$ cat config.mk
export PLATFORM = sky130hd
export DESIGN_NAME = nf10_axis_rx_timestamp
export DESIGN_NICKNAME = d
export VERILOG_FILES = /design/src/rtl/nf10_ts_pkg.sv /design/src/rtl/nf10_axis_skid.sv /design/src/rtl/nf10_axis_rx_timestamp.sv
export SDC_FILE = /design/constraint.sdc
export NUM_CORES = 1
export LEC_CHECK = 0
export BUFFER_PORTS_ARGS = -buffer_cell sky130_fd_sc_hd__buf_2
export CAP_MARGIN = 0
export CORE_AREA = 2 2 369 371
export DETAILED_ROUTE_END_ITERATION = 6
export DIE_AREA = 0 0 371 373
export SLEW_MARGIN = 20
export SYNTH_ARGS = -nofsm -noshare
export SYNTH_HDL_FRONTEND = slang
export SYNTH_SLANG_ARGS = --single-unit
$ cat constraint.sdc
create_clock -name axi_aclk -period 1.7 [get_ports axi_aclk]
set_input_delay 0.255 -clock axi_aclk [delete_from_list [all_inputs] [get_ports axi_aclk]]
set_output_delay 0.255 -clock axi_aclk [all_outputs]
set_load 0.005 [all_outputs]
$ cat src/rtl/nf10_ts_pkg.sv
// Shared constants for the timestamp datapath: stamp width, TUSER field map, stamp type.
package nf10_ts_pkg;

  localparam int unsigned TIMESTAMP_WIDTH = 64;
  localparam int unsigned TS_LSB_DEFAULT  = 64;

  // TUSER field offsets
  localparam int unsigned TUSER_LEN_LSB      = 0;
  localparam int unsigned TUSER_LEN_WIDTH    = 16;
  localparam int unsigned TUSER_SRC_PORT_LSB = 16;
  localparam int unsigned TUSER_DST_PORT_LSB = 24;
  localparam int unsigned TUSER_PORT_WIDTH   = 8;
  localparam int unsigned TUSER_STAMP_LSB    = TS_LSB_DEFAULT;

  typedef logic [TIMESTAMP_WIDTH-1:0] ts_t;

endpackage

$ cat src/rtl/nf10_axis_skid.sv
// Generic two-entry registered skid buffer: primary output register plus one spare.
// Upstream ready is registered and equals "spare register empty".
module nf10_axis_skid #(
  parameter int unsigned W = 8
) (
  input  logic         clk,
  input  logic         rst_n,
  input  logic [W-1:0] i_data,
  input  logic         i_valid,
  output logic         o_ready,
  output logic [W-1:0] o_data,
  output logic         o_valid,
  input  logic         i_ready
);

  logic         r_out_valid;
  logic [W-1:0] r_out_data;
  logic         r_spare_valid;
  logic [W-1:0] r_spare_data;
  logic         r_ready;
  logic         w_in_fire;
  logic         w_load;

  assign w_in_fire = i_valid & r_ready;
  // Primary register may take a new beat when empty or when its beat leaves this cycle
  assign w_load    = i_ready | ~r_out_valid;

  // Primary/spare register update; spare always drains before new input enters primary
  always_ff @(posedge clk or negedge rst_n) begin
    if (!rst_n) begin
      r_out_valid   <= 1'b0;
      r_out_data    <= '0;
      r_spare_valid <= 1'b0;
      r_spare_data  <= '0;
      r_ready       <= 1'b0;
    end else if (w_load) begin
      if (r_spare_valid) begin
        r_out_data    <= r_spare_data;
        r_out_valid   <= 1'b1;
        r_spare_valid <= 1'b0;
      end else begin
        r_out_valid <= w_in_fire;
        if (w_in_fire) r_out_data <= i_data;
      end
      r_ready <= 1'b1;
    end else if (w_in_fire) begin
      r_spare_data  <= i_data;
      r_spare_valid <= 1'b1;
      r_ready       <= 1'b0;
    end else begin
      r_ready <= ~r_spare_valid;
    end
  end

  assign o_ready = r_ready;
  assign o_data  = r_out_data;
  assign o_valid = r_out_valid;

endmodule

$ cat src/rtl/nf10_axis_rx_timestamp.sv
// Ingress AXI4-Stream stage: writes stamp_counter into TUSER of each packet's first beat.
// Optional feature macro: TS_LATENCY_COMP_EN (stamp = stamp_counter - LATENCY_COMP).
module nf10_axis_rx_timestamp #(
  parameter int unsigned C_M_AXIS_DATA_WIDTH  = 256,
  parameter int unsigned C_S_AXIS_DATA_WIDTH  = 256,
  parameter int unsigned C_M_AXIS_TUSER_WIDTH = 128,
  parameter int unsigned TIMESTAMP_WIDTH      = nf10_ts_pkg::TIMESTAMP_WIDTH,
  parameter int unsigned TS_LSB               = nf10_ts_pkg::TUSER_STAMP_LSB,
  parameter int unsigned LATENCY_COMP         = 0
) (
  input  logic                              axi_aclk,
  input  logic                              axi_resetn,
  input  logic [TIMESTAMP_WIDTH-1:0]        stamp_counter,
  input  logic [C_S_AXIS_DATA_WIDTH-1:0]    s_axis_tdata,
  input  logic [C_S_AXIS_DATA_WIDTH/8-1:0]  s_axis_tstrb,
  input  logic [C_M_AXIS_TUSER_WIDTH-1:0]   s_axis_tuser,
  input  logic                              s_axis_tvalid,
  input  logic                              s_axis_tlast,
  output logic                              s_axis_tready,
  output logic [C_M_AXIS_DATA_WIDTH-1:0]    m_axis_tdata,
  output logic [C_M_AXIS_DATA_WIDTH/8-1:0]  m_axis_tstrb,
  output logic [C_M_AXIS_TUSER_WIDTH-1:0]   m_axis_tuser,
  output logic                              m_axis_tvalid,
  output logic                              m_axis_tlast,
  input  logic                              m_axis_tready,
  output logic [31:0]                       pkt_count
);

  localparam int unsigned STRB_W    = C_M_AXIS_DATA_WIDTH / 8;
  localparam int unsigned PAYLOAD_W = 1 + STRB_W + C_M_AXIS_TUSER_WIDTH + C_M_AXIS_DATA_WIDTH;

  logic                            r_sop;
  logic [31:0]                     r_pkt_count;
  logic [TIMESTAMP_WIDTH-1:0]      w_stamp;
  logic [C_M_AXIS_TUSER_WIDTH-1:0] w_tuser;
  logic                            w_s_ready;
  logic                            w_in_fire;
  logic [PAYLOAD_W-1:0]            w_s_payload;
  logic [PAYLOAD_W-1:0]            w_m_payload;

  assign w_in_fire = s_axis_tvalid & w_s_ready;

`ifdef TS_LATENCY_COMP_EN
  // Back-date the stamp by the MAC/PHY ingress delay, wrapping modulo 2^TIMESTAMP_WIDTH
  assign w_stamp = stamp_counter - TIMESTAMP_WIDTH'(LATENCY_COMP);
`else
  logic w_unused_latency;
  assign w_unused_latency = ^32'(LATENCY_COMP);
  assign w_stamp          = stamp_counter;
`endif

  // Overwrite the stamp field on the first beat only; all other TUSER bits pass through
  always_comb begin
    w_tuser = s_axis_tuser;
    if (r_sop) w_tuser[TS_LSB +: TIMESTAMP_WIDTH] = w_stamp;
  end

  assign w_s_payload = {s_axis_tlast, s_axis_tstrb, w_tuser, s_axis_tdata};

  // Start-of-packet tracking from accepted beats
  always_ff @(posedge axi_aclk or negedge axi_resetn) begin
    if (!axi_resetn)    r_sop <= 1'b1;
    else if (w_in_fire) r_sop <= s_axis_tlast;
  end

  // Count packets accepted at the input (wraps naturally)
  always_ff @(posedge axi_aclk or negedge axi_resetn) begin
    if (!axi_resetn)                    r_pkt_count <= 32'd0;
    else if (w_in_fire && s_axis_tlast) r_pkt_count <= r_pkt_count + 32'd1;
  end

  nf10_axis_skid #(
    .W (PAYLOAD_W)
  ) u_skid (
    .clk     (axi_aclk),
    .rst_n   (axi_resetn),
    .i_data  (w_s_payload),
    .i_valid (s_axis_tvalid),
    .o_ready (w_s_ready),
    .o_data  (w_m_payload),
    .o_valid (m_axis_tvalid),
    .i_ready (m_axis_tready)
  );

  assign s_axis_tready = w_s_ready;
  assign {m_axis_tlast, m_axis_tstrb, m_axis_tuser, m_axis_tdata} = w_m_payload;
  assign pkt_count = r_pkt_count;

endmodule

After elaboration in Yosys (flattened, before gate mapping)
Index checks and enable logic that the tools add are counted.
- register bits: 870
- memories kept: 0
- latch bits: 0
- bits in read-only memories: 0
- bits of input ports: 485
- bits in writable memories: 0
- logic and storage cells: 26
- shift-type cells: 0
- add/subtract/negate cells: 1
- multiplexer cells: 8
- divide/modulo/power cells: 0
- reductions and logical operators: 5
- multiply operators: 0
- bitwise operators: 5
- equality and inequality tests: 0
- order comparisons: 0
- operators with widths (kind ; count):
    $mux W417 ; 2
    $mux W64 ; 1
    $add A32 B1 Y32 const B ; 1
    $mux W1 ; 5
    $reduce_and A2 Y1 ; 2
    $reduce_bool A2 Y1 ; 2
    $not A1 Y1 ; 3
    $and A1 B1 Y1 ; 1
    $logic_and A1 B1 Y1 ; 1
    $or A1 B1 Y1 ; 1

Depth between registers and ports, before layout
Gate-level depths: netlist of run 1.
- depth after elaboration: 4
- depth in mapped cells: 9

Cells and area by module
From an unflattened synthesis of run 1, not the netlist that was laid out.
- cells, all modules: 2951
- area total of the unflattened synthesis: 37374.6 sq um
- by module, submodules not included (module ; area an instance (sq um) ; seq. area each (sq um) ; times used ; cells an instance):
    nf10_axis_skid ; 35084.9 ; 20945.1 ; 1 ; 2745
    nf10_axis_rx_timestamp ; 2289.7 ; 827.0 ; 1 ; 206

Worst setup path after synthesis of run 1
OpenSTA, ideal clock, no wires.
- path kind: reg2reg
- start point: register r_sop
- end point: register u_skid.r_out_data[335], in the netlist u_skid.o_data[335]
- buffers on the path: 2
- data required time: 1.567 ns
- cell stages (with the launch flop): 7
- setup time: 0.133 ns
- arrival time: 1.432 ns
- slack: 0.135 ns
- cell sequence: dfstp_2 buf_2 buf_2 mux2i_1 nor2_1 a21oi_1 o21ai_0
- longest elaborated chain between the ends: 3
- RTL lines (item ; RTL line ; source):
    start: declaration ; nf10_axis_rx_timestamp.sv:32 ; logic r_sop;
    start signal: assignment ; nf10_axis_rx_timestamp.sv:63 ; else if (w_in_fire) r_sop <= s_axis_tlast;
    $mux W64 ; nf10_axis_rx_timestamp.sv:55 ; if (r_sop) w_tuser[TS_LSB +: TIMESTAMP_WIDTH] = w_stamp;
    $mux W417 ; nf10_axis_skid.sv:43 ; if (w_in_fire) r_out_data <= i_data;
    $mux W417 ; nf10_axis_skid.sv:37 ; if (r_spare_valid) begin
    end signal: assignment ; nf10_axis_skid.sv:38 ; r_out_data <= r_spare_data;
    end signal: assignment ; nf10_axis_skid.sv:43 ;
    end: declaration ; nf10_axis_skid.sv:17 ; logic [W-1:0] r_out_data;
Every way passes these cells. The select of a mux whose other input is x is not followed.
A chain may end at the register's enable or synchronous reset.

Worst setup path in the final report of run 1
- start point: register r_sop
- end point: register u_skid.r_out_data[363], in the netlist u_skid.o_data[363]
Same word-level chain as after synthesis.

==> results of run 1 <==
[cell usage after synthesis, drive strengths merged]
| master | number | area [um^2] |
|---|---|---|
| inv | 2 | 7.51 |
| and3 | 10 | 65.1 |
| o21ai | 482 | 2410 |
| nand2b | 1 | 6.26 |
| nor2b | 1 | 6.26 |
| and4 | 4 | 35.0 |
| ha | 1 | 12.5 |
| nand3 | 16 | 85.1 |
| dfstp | 1 | 26.3 |
| mux2 | 353 | 4090 |
| nand2 | 495 | 1860 |
| xnor2 | 29 | 254 |
| clkbuf | 67 | 251 |
| buf | 142 | 1210 |
| a21oi | 65 | 325 |
| nor3 | 1 | 10.0 |
| nand4 | 11 | 87.6 |
| and4bb | 1 | 12.5 |
| nor4 | 1 | 21.3 |
| xor2 | 2 | 17.5 |
| mux2i | 417 | 4170 |
| dfrtp | 869 | 21700 |
| a21o | 1 | 8.76 |
| or2 | 1 | 6.26 |
| nor2 | 68 | 255 |
[state kept, by name (all words and copies together), names as in the netlist]
register,cells
r_sop,1
u_skid.r_spare_valid,1
u_skid.o_ready,1
pkt_count,32
u_skid.o_valid,1
u_skid.o_data,417
u_skid.r_spare_data,417
[kinds of logic (layout without fill, tap and decap cells)]
logic type / Yosys count / count (layout) / synth area share [%]
compound gates: 548 / 548 / 7.43
xor+xnor: 31 / 31 / 0.734
fa+ha+maj: 1 / 1 / 0.0338
buf+inv: 211 / 1836 / 3.98
flops: 870 / 870 / 58.9
mux: 770 / 770 / 22.3
other cells: 0 / 10 / 0
simple gates: 610 / 610 / 6.63
[path summary, 6_finish.rpt]
path | depth (start not counted) | slack (ps) | to
max | 6 | -170 | u_skid.o_data[363]
min | 3 | 140 | u_skid.o_valid
max reg2reg | 6 | -170 | u_skid.o_data[363]
min reg2reg | 2 | 470 | u_skid.o_data[1]
max in group asynchronous | 3 | 560 | u_skid.r_spare_data[252]
min in group asynchronous | 3 | 280 | u_skid.o_data[412]
[per-layer routing]
layer / up-vias / share of wire [%] / GRT usage, %
met5: - / 0.0091 / 0
met4: 2 / 3.9 / 7.00
li1: 13668 / - / -
met1: 14471 / 40 / 19.7
met2: 1033 / 48 / 27.8
met3: 291 / 7.5 / 4.79
[power by group]
part / leakage, nW / internal, mW / switching, mW
clock network: 1.66 / 13.1 / 9.11
logic: 12.8 / 8.59 / 8.25
registers: 10.6 / 26.5 / 3.31
[area by class of cell]
cell class	instances	share of cell area, %
inverter	2	0.0139
clock inverter	29	0.780
timing repair buffer	1650	22.7
antenna	10	0.0464
sequential	870	40.4
clock buffer	155	5.56
tap	1781	4.13
multi-input combinational	1960	26.3
[worst max-delay path: cells and delay by family, from the launching register on]
family / cells / cell delay [ps]
AND/OR/NAND/NOR: 1 / 100
flip-flops: 1 / 720
AO/OA/AOI/OAI: 2 / 330
buffers and inverters: 2 / 310
multiplexers: 1 / 250
[timing repair]
item	4_1_cts	5_1_grt
setup buffers	2	9
gates resized for setup	23	137
gates cloned	1	8
hold buffers	484	0
hold endpoints to repair	1352	0
setup endpoints to repair	19	237
pin swaps	0	2
==> impl_results.md, run 1 <==
* Status: complete, but fails checks
* Violated checks: setup timing
* Worst flop-to-flop path startpoint: r_sop
* Gr ovfl total at 0
* Fin crit share at 110%
* Setup TNS at -497 ps
* Max VDD drop at 0.821 mV
* Leakage power at 25.0 nW
* Worst hold slack at 144 ps
* Final WS setup at -169 ps
* Register area at 21800 um^2
* Die Y at 373 um
* Crit path kind: register to register
* Area grow syn2layout at 45.7%
* Pwr Density at 1280 nW/um^2
* Critical path origin: r_sop
* Final wirelength at 121 mm
* Fin. Hold Viols at 0
* Clk sinks at 870
* CP Max Fanout at 6
* Rows at 135
* Skew-Pair Late Insertion Delay at 710 ps
* Yosys reg bits at 870
* Top Ports at 936
* Vias after detailed routing at 29465
* Root buffer cell: clkbuf_16
* Nets@finish at 5068
* Die ar. at 138000 um^2
* Endpoint type of the worst setup path: register
* RSZ-0062 raised after global routing: true
* Num CTS Buffers at 98
* Design area at 53900 um^2
* Arr. time, crit path at 2430 ps
* First-pass GRT wire length at 179 mm
* Seq/Total Area, Yosys at 58.9%
* DP HPWL at 84.7 mm
* CP Cell Sequence: buf_12 > clkbuf_16 > mux2i_4 > nor2_1 > a21oi_1 > o21ai_0
* Initial antenna violation count at 10
* Post-Syn Area at 37000 um^2
* Leading cell types in the layout, fill and taps excluded: buf_2 (931), dfrtp_1 (865), nand2_1 (493), dlygate4sd3_1 (484), mux2i_1 (370)
* Residual DRC at 0
* I/O Buffers at 935
* Initial DRT Pass Iterations at 7
* Final number of setup-violating endpoints at 14
* Dpl cells at 5762
* Vias in the first global route at 30407
* Syn Inst Count at 3041
* Vias per cell at 4.56
* FMAX at 535 MHz
* Critical path launch point type: register
* Final std cells w/o fill at 6457
* Clk buf depth at 3
* Max-Cap Viols at 0
* HP Class: input port to register
* Pre-CTS setup slack at -146 ps
* Die X at 371 um
* Initial Utilization at 27.5%
* Worst-path clk slew at 60 ps
* Synth warn at 0
* Crit path largest cell delay at 720 ps
* Initial DRC count at 1709
* Netlist cell types at 34
* Detail Route Antenna Nets at 0
* Worst slew pin tran at 592 ps
* RePlAce Congestion at 0.910
* Filler cells at 12548
* H-tree Lvls at 3
* Slew HR at 60.5%
* Post-DP Area at 44700 um^2
* Pwr Total at 68.8 mW
* Share of cells above drive strength 1 at 37.4%
* Max-slew violations at 0
* Crit path time final at 1870 ps
* Clk_skew at 40.0 ps
* CP max stage cell: dfstp_4
* Pin count of the biggest net entering global routing at 91
* Final Util at 40.0%
* Area occupied by multi-input gates at 14200 um^2
* Mapped Avg Cell Area at 12.2 um^2
* Most common cell after layout, fill and taps aside: buf_2
* Total core area at 135000 um^2
* CTS tree: built
* Required time of the critical path at 2260 ps
* Wire length per cell at 18.7 um
* Min-delay src: m_axis_tready
* GRT Total Usage at 16.6%
* Net Count, Synth at 3527
No activity file was read; power rests on OpenSTA's default activity.
==> inputs of run 2 (changes only) <==
--- a/config.mk
+++ b/config.mk
@@ -7,9 +7,12 @@
 export LEC_CHECK = 0
 export BUFFER_PORTS_ARGS = -buffer_cell sky130_fd_sc_hd__buf_2
 export CAP_MARGIN = 0
+export CELL_PAD_IN_SITES_DETAIL_PLACEMENT = 1
+export CELL_PAD_IN_SITES_GLOBAL_PLACEMENT = 2
 export CORE_AREA = 2 2 369 371
 export DETAILED_ROUTE_END_ITERATION = 6
 export DIE_AREA = 0 0 371 373
+export PLACE_DENSITY_LB_ADDON = 0.1
 export SLEW_MARGIN = 20
 export SYNTH_ARGS = -nofsm -noshare
 export SYNTH_HDL_FRONTEND = slang
==> run 2 against run 1 <==
Against the previous run: the flow still finishes with violations (setup timing); sequential power about the same; utilization up 0.51 points; first-iteration DRC count shrank 40%; critical path depth up 1; sequential share of layout area shrank 0.51 points; critical endpoint is now u_skid.o_data[368]; global-route usage up 2.5 points.
==> impl_results.md, run 2 (synthesis results as in run 1) <==
* Status: complete, but fails checks
* Violated checks: setup timing
* Pin count of the biggest net entering global routing at 74
* Leakage power at 25.3 nW
* Hold EP: u_skid.o_valid
* FMAX at 586 MHz
* Fin. Hold Viols at 0
* RSZ-0062 raised after global routing: true
* Post-DP Area at 44700 um^2
* CTS tree: built
* Critical path depth in cells at 7
* Worst-path clk slew at 60 ps
* H-tree Lvls at 3
* Worst flop-to-flop path startpoint: r_sop
* Total core area at 135000 um^2
* Initial DRC count at 1021
* Detail Route Antenna Nets at 0
* WP buf/inv at 3
* Num CTS Buffers at 107
* Design area at 54600 um^2
* Crit path time final at 1710 ps
* Final number of setup-violating endpoints at 2
* Rows at 135
* Leading cell types in the layout, fill and taps excluded: buf_2 (930), dfrtp_1 (866), nand2_1 (485), dlygate4sd3_1 (483), mux2i_1 (382)
* RePlAce Congestion at 0.781
* Pwr Density at 1290 nW/um^2
* Initial DRT Pass Iterations at 4
* Gr ovfl total at 0
* Cell family with most CP delay: flip-flops
* Vias in the first global route at 31179
* Crit path largest cell delay at 650 ps
* Slew HR at 69.8%
* Arr. time, crit path at 2290 ps
* Area grow syn2layout at 47.6%
* Max-Cap Viols at 0
* Share of cells above drive strength 1 at 38.0%
* Initial antenna violation count at 42
* Initial Utilization at 27.5%
* Worst slew pin tran at 453 ps
* Die Y at 373 um
* Hold path depth at 3
* Max VDD drop at 0.740 mV
* Wire length per cell at 21.3 um
* GRT Total Usage at 19.1%
* Final wirelength at 138 mm
* Nets@finish at 5070
* Vias per cell at 4.48
* CP max stage cell: dfstp_4
* Cell mode on critical path: buf_12
* DP HPWL at 97.9 mm
* Worst reg2reg path depth at 7
* CP Cell Sequence: buf_6 > buf_12 > buf_12 > mux2i_4 > nor2_1 > a21oi_1 > o21ai_1
* Pwr Total at 70.6 mW
* Residual DRC at 0
* I/O Buffers at 935
* Crit path kind: register to register
* Critical path launch point type: register
* First-pass GRT wire length at 200 mm
* Die X at 371 um
* Pre-CTS setup slack at -160 ps
* Root buffer cell: clkbuf_16
* Most common cell after layout, fill and taps aside: buf_2
* CP Max Fanout at 8
* Top Ports at 936
* Clk sinks at 870
* Endpoint type of the worst setup path: register
* Min-delay src: m_axis_tready
* Internal reg-to-reg setup slack at -7 ps
* Final WS setup at -7.02 ps
* Max-slew violations at 0
* Clk buf depth at 3
* Fin crit share at 100%
* Reg-to-reg endpoint: u_skid.o_data[368]
* Required time of the critical path at 2290 ps
* Skew-Pair Late Insertion Delay at 710 ps
* Vias after detailed routing at 29033
* HP Class: input port to register
* Clk_skew at 22.3 ps
* Die ar. at 138000 um^2
[run 2: repair_timing]
action                      CTS  global route
buffers inserted             12            13
gates resized for setup      30           163
cloned                        2            20
pin swaps                     0            16
hold buffers                483             0
setup endpoints to repair    33           302
hold endpoints to repair   1232             0
[run 2: cell type report]
cell class | instances | area [um^2]
flip-flops and latches | 870 | 21800
clock inverters | 29 | 278
fillers | 14726 | 80000
clock buffers | 167 | 3310
diodes | 27 | 67.6
repair buffers | 1642 | 12600
inverters | 2 | 7.51
well taps | 1781 | 2230
multi-input cells | 1961 | 14300
[run 2: layer usage]
layer	share of wire, %	up-vias	GRT usage [%]
met4	3.7	26	7.65
met1	41	14382	22.7
met3	7.1	220	6.07
met5	0.11	-	0
li1	-	13668	-
met2	48	737	31.7
[run 2: through the flow]
step | setup TNS, ps | cells | util [%] | hold slack (ps)
CTS | -154 | 6424 | 39.6 | 11.4
finish | -7.07 | 6479 | 40.5 | 40.7
floorplan | 0 | 3041 | - | -40.6
global route | -5750 | 6474 | 40.5 | 5.21
detailed placement | -1060 | 5734 | 33.2 | 207
global placement | -607 | 5734 | 33.2 | 208
[run 2: power by group]
group          leakage (nW)  total, mW  internal [mW]  switching (mW)
clock network          1.78       23.2           13.7            9.52
logic                  13.0       17.8           8.91            8.92
registers              10.6       29.6           26.5            3.13
[run 2: worst reg2reg max path: stages, from the launching register on]
cell and delay, ps:
dfstp_4 650, buf_6 140, buf_12 160, buf_12 150, mux2i_4 220, nor2_1 60, a21oi_1 150, o21ai_1 70
[run 2: how the worst max path moves through the flow]
stage,from,to
2_1_floorplan,r_sop,u_skid.o_data[335]
3_3_place_gp,r_sop,u_skid.o_data[374]
3_5_place_dp,r_sop,u_skid.o_data[374]
4_1_cts,u_skid.o_ready,u_skid.o_data[286]
5_1_grt,r_sop,u_skid.o_data[351]
6_report,r_sop,u_skid.o_data[368]
==> inputs of run 3 (changes only) <==
--- a/config.mk
+++ b/config.mk
@@ -9,9 +9,10 @@
 export CAP_MARGIN = 0
 export CELL_PAD_IN_SITES_DETAIL_PLACEMENT = 1
 export CELL_PAD_IN_SITES_GLOBAL_PLACEMENT = 2
-export CORE_AREA = 2 2 369 371
+export CORE_AREA = 2 2 364 366
+export CTS_BUF_LIST = sky130_fd_sc_hd__clkbuf_4
 export DETAILED_ROUTE_END_ITERATION = 6
-export DIE_AREA = 0 0 371 373
+export DIE_AREA = 0 0 366 368
 export PLACE_DENSITY_LB_ADDON = 0.1
 export SLEW_MARGIN = 20
 export SYNTH_ARGS = -nofsm -noshare
==> constraint.sdc (replaced) <==
create_clock -name axi_aclk -period 1.53 [get_ports axi_aclk]
set_input_delay 0.2295 -clock axi_aclk [delete_from_list [all_inputs] [get_ports axi_aclk]]
set_output_delay 0.2295 -clock axi_aclk [all_outputs]
set_load 0.005 [all_outputs]
==> run 3 against run 2 <==
Against the previous run: the run still ends with setup timing left; sequential share of layout area decreased by 6.2 points; worst hold slack improved by 100 ps; global-route usage increased by 2.5 points; critical path depth decreased by 6; critical endpoint is now m_axis_tstrb[29]; largest power group unchanged.
==> impl_results.md, run 3 (synthesis results as in run 1) <==
* Cell family with most CP delay: flip-flops
* Final number of setup-violating endpoints at 1333
* Max-Cap Viols at 0
* Leading cell types in the layout, fill and taps excluded: dlygate4sd3_1 (962), dfrtp_1 (859), buf_2 (749), nand2_1 (469), clkbuf_4 (391)
* Clk_skew at 101 ps
* Clk sinks at 870
* Top Ports at 936
* First-pass GRT wire length at 223 mm
* Nets@finish at 6092
* Critical path launch point type: register
* Dpl cells at 5758
* Violated checks: setup timing
* Initial Utilization at 28.3%
* Die ar. at 135000 um^2
* WP buf/inv at 1
* Fin. Hold Viols at 0
* Leakage power at 30.2 nW
* Pre-CTS setup slack at -311 ps
* GRT Total Usage at 21.5%
* FMAX at 488 MHz
* HP Class: input port to register
* RSZ-0062 raised after global routing: true
* Slew HR at 62.3%
* Initial DRC count at 1237
* Share of cells above drive strength 1 at 42.7%
* Max-slew violations at 0
* CP Cell Sequence: buf_2
* Hold path depth at 5
* Area grow syn2layout at 74.9%
* Residual DRC at 0
* Fin crit share at 134%
* Arr. time, crit path at 1820 ps
* DP HPWL at 98.1 mm
* Final Util at 49.4%
* Root buffer cell: clkbuf_4
* Endpoint type of the worst setup path: primary output
* CTS tree: built
* Total core area at 131000 um^2
* Vias after detailed routing at 34291
* Rows at 133
* H-tree Lvls at 5
* Vias in the first global route at 36810
* Worst-path clk slew at 80 ps
* RePlAce Congestion at 0.776
* Die X at 366 um
* Wire length per cell at 21.1 um
* Final std cells w/o fill at 7539
* Worst slew pin tran at 566 ps
* Crit path largest cell delay at 450 ps
* Initial antenna violation count at 40
* Status: complete, but fails checks
* Final WS setup at -520 ps
* Die Y at 368 um
* Critical path depth in cells at 1
* Skew-Pair Late Insertion Delay at 1200 ps
* Num CTS Buffers at 279
* Most common cell after layout, fill and taps aside: dlygate4sd3_1
* Pin count of the biggest net entering global routing at 84
* CP max stage cell: dfrtp_1
* Crit path time final at 2050 ps
* CP Max Fanout at 2
* Gr ovfl total at 0
* Crit path kind: register to primary output
* Clk buf depth at 4
* Initial DRT Pass Iterations at 4
* Max VDD drop at 0.734 mV
* I/O Buffers at 935
* Pwr Density at 1280 nW/um^2
* Worst reg2reg path depth at 7
* Vias per cell at 4.55
* Final wirelength at 159 mm
* Setup TNS at -308170 ps
* Required time of the critical path at 1300 ps
* Detail Route Antenna Nets at 0
==> run 3: cell types whose count changed in the layout (fill, tap and decap cells not counted), moves of 78 or more <==
cell	before	now
dlygate4sd3_1	483	962
clkbuf_4	0	391
buf_4	115	374
buf_6	21	228
buf_2	930	749
clkbuf_16	123	45
==> run 3: timing repair <==
item,4_1_cts,5_1_grt
gates resized for setup,397,333
setup buffers,138,181
pin swaps,4,52
gates cloned,7,55
hold buffers,963,0
endpoints found under the hold margin,1740,0
setup endpoints to repair,966,1287
==> run 3: layer usage <==
| metal | global-route usage (%) | share of wire [%] |
|---|---|---|
| met5 | 0 | 0.090 |
| met4 | 12.7 | 5.8 |
| met3 | 6.96 | 6.4 |
| met2 | 36.1 | 49 |
| met1 | 24.0 | 39 |
==> run 3: final timing paths <==
path | start | end | slack, ps
min in group asynchronous | axi_resetn | u_skid.o_data[321] | 750
hold / removal | s_axis_tvalid | r_sop | 140
hold reg to reg | u_skid.o_data[169] | u_skid.o_data[169] | 480
setup reg to reg | r_sop | u_skid.o_data[335] | -350
setup / recovery | u_skid.o_data[413] | m_axis_tstrb[29] | -520
max in group asynchronous | axi_resetn | u_skid.o_data[115] | -30
==> run 3: power breakdown <==
part | leakage, nW | switching (mW) | total (mW) | internal, mW
sequential | 10.6 | 4.07 | 33.5 | 29.4
clock | 1.87 | 10.6 | 22.1 | 11.5
combinational | 17.8 | 11.7 | 27.3 | 15.6
==> run 3: area by class of cell <==
type / instances / area (um^2)
diodes: 36 / 90.1
flip-flops and latches: 870 / 21800
inverters: 2 / 7.51
multi-input cells: 1962 / 14900
clock buffers: 391 / 2940
well taps: 1755 / 2200
clock inverters: 32 / 120
fillers: 14304 / 66100
repair buffers: 2491 / 22700
==> run 3: metrics by stage <==
stage / instance area (um^2) / hold slack [ps] / total power [mW]
floorplan: 37000 / -66.1 / 41.5
global placement: 45300 / 143 / 51.1
detailed placement: 45300 / 140 / 51.6
CTS: 60600 / 4.28 / 79.8
global route: 64700 / 31.7 / 88.1
finish: 64700 / 143 / 82.9
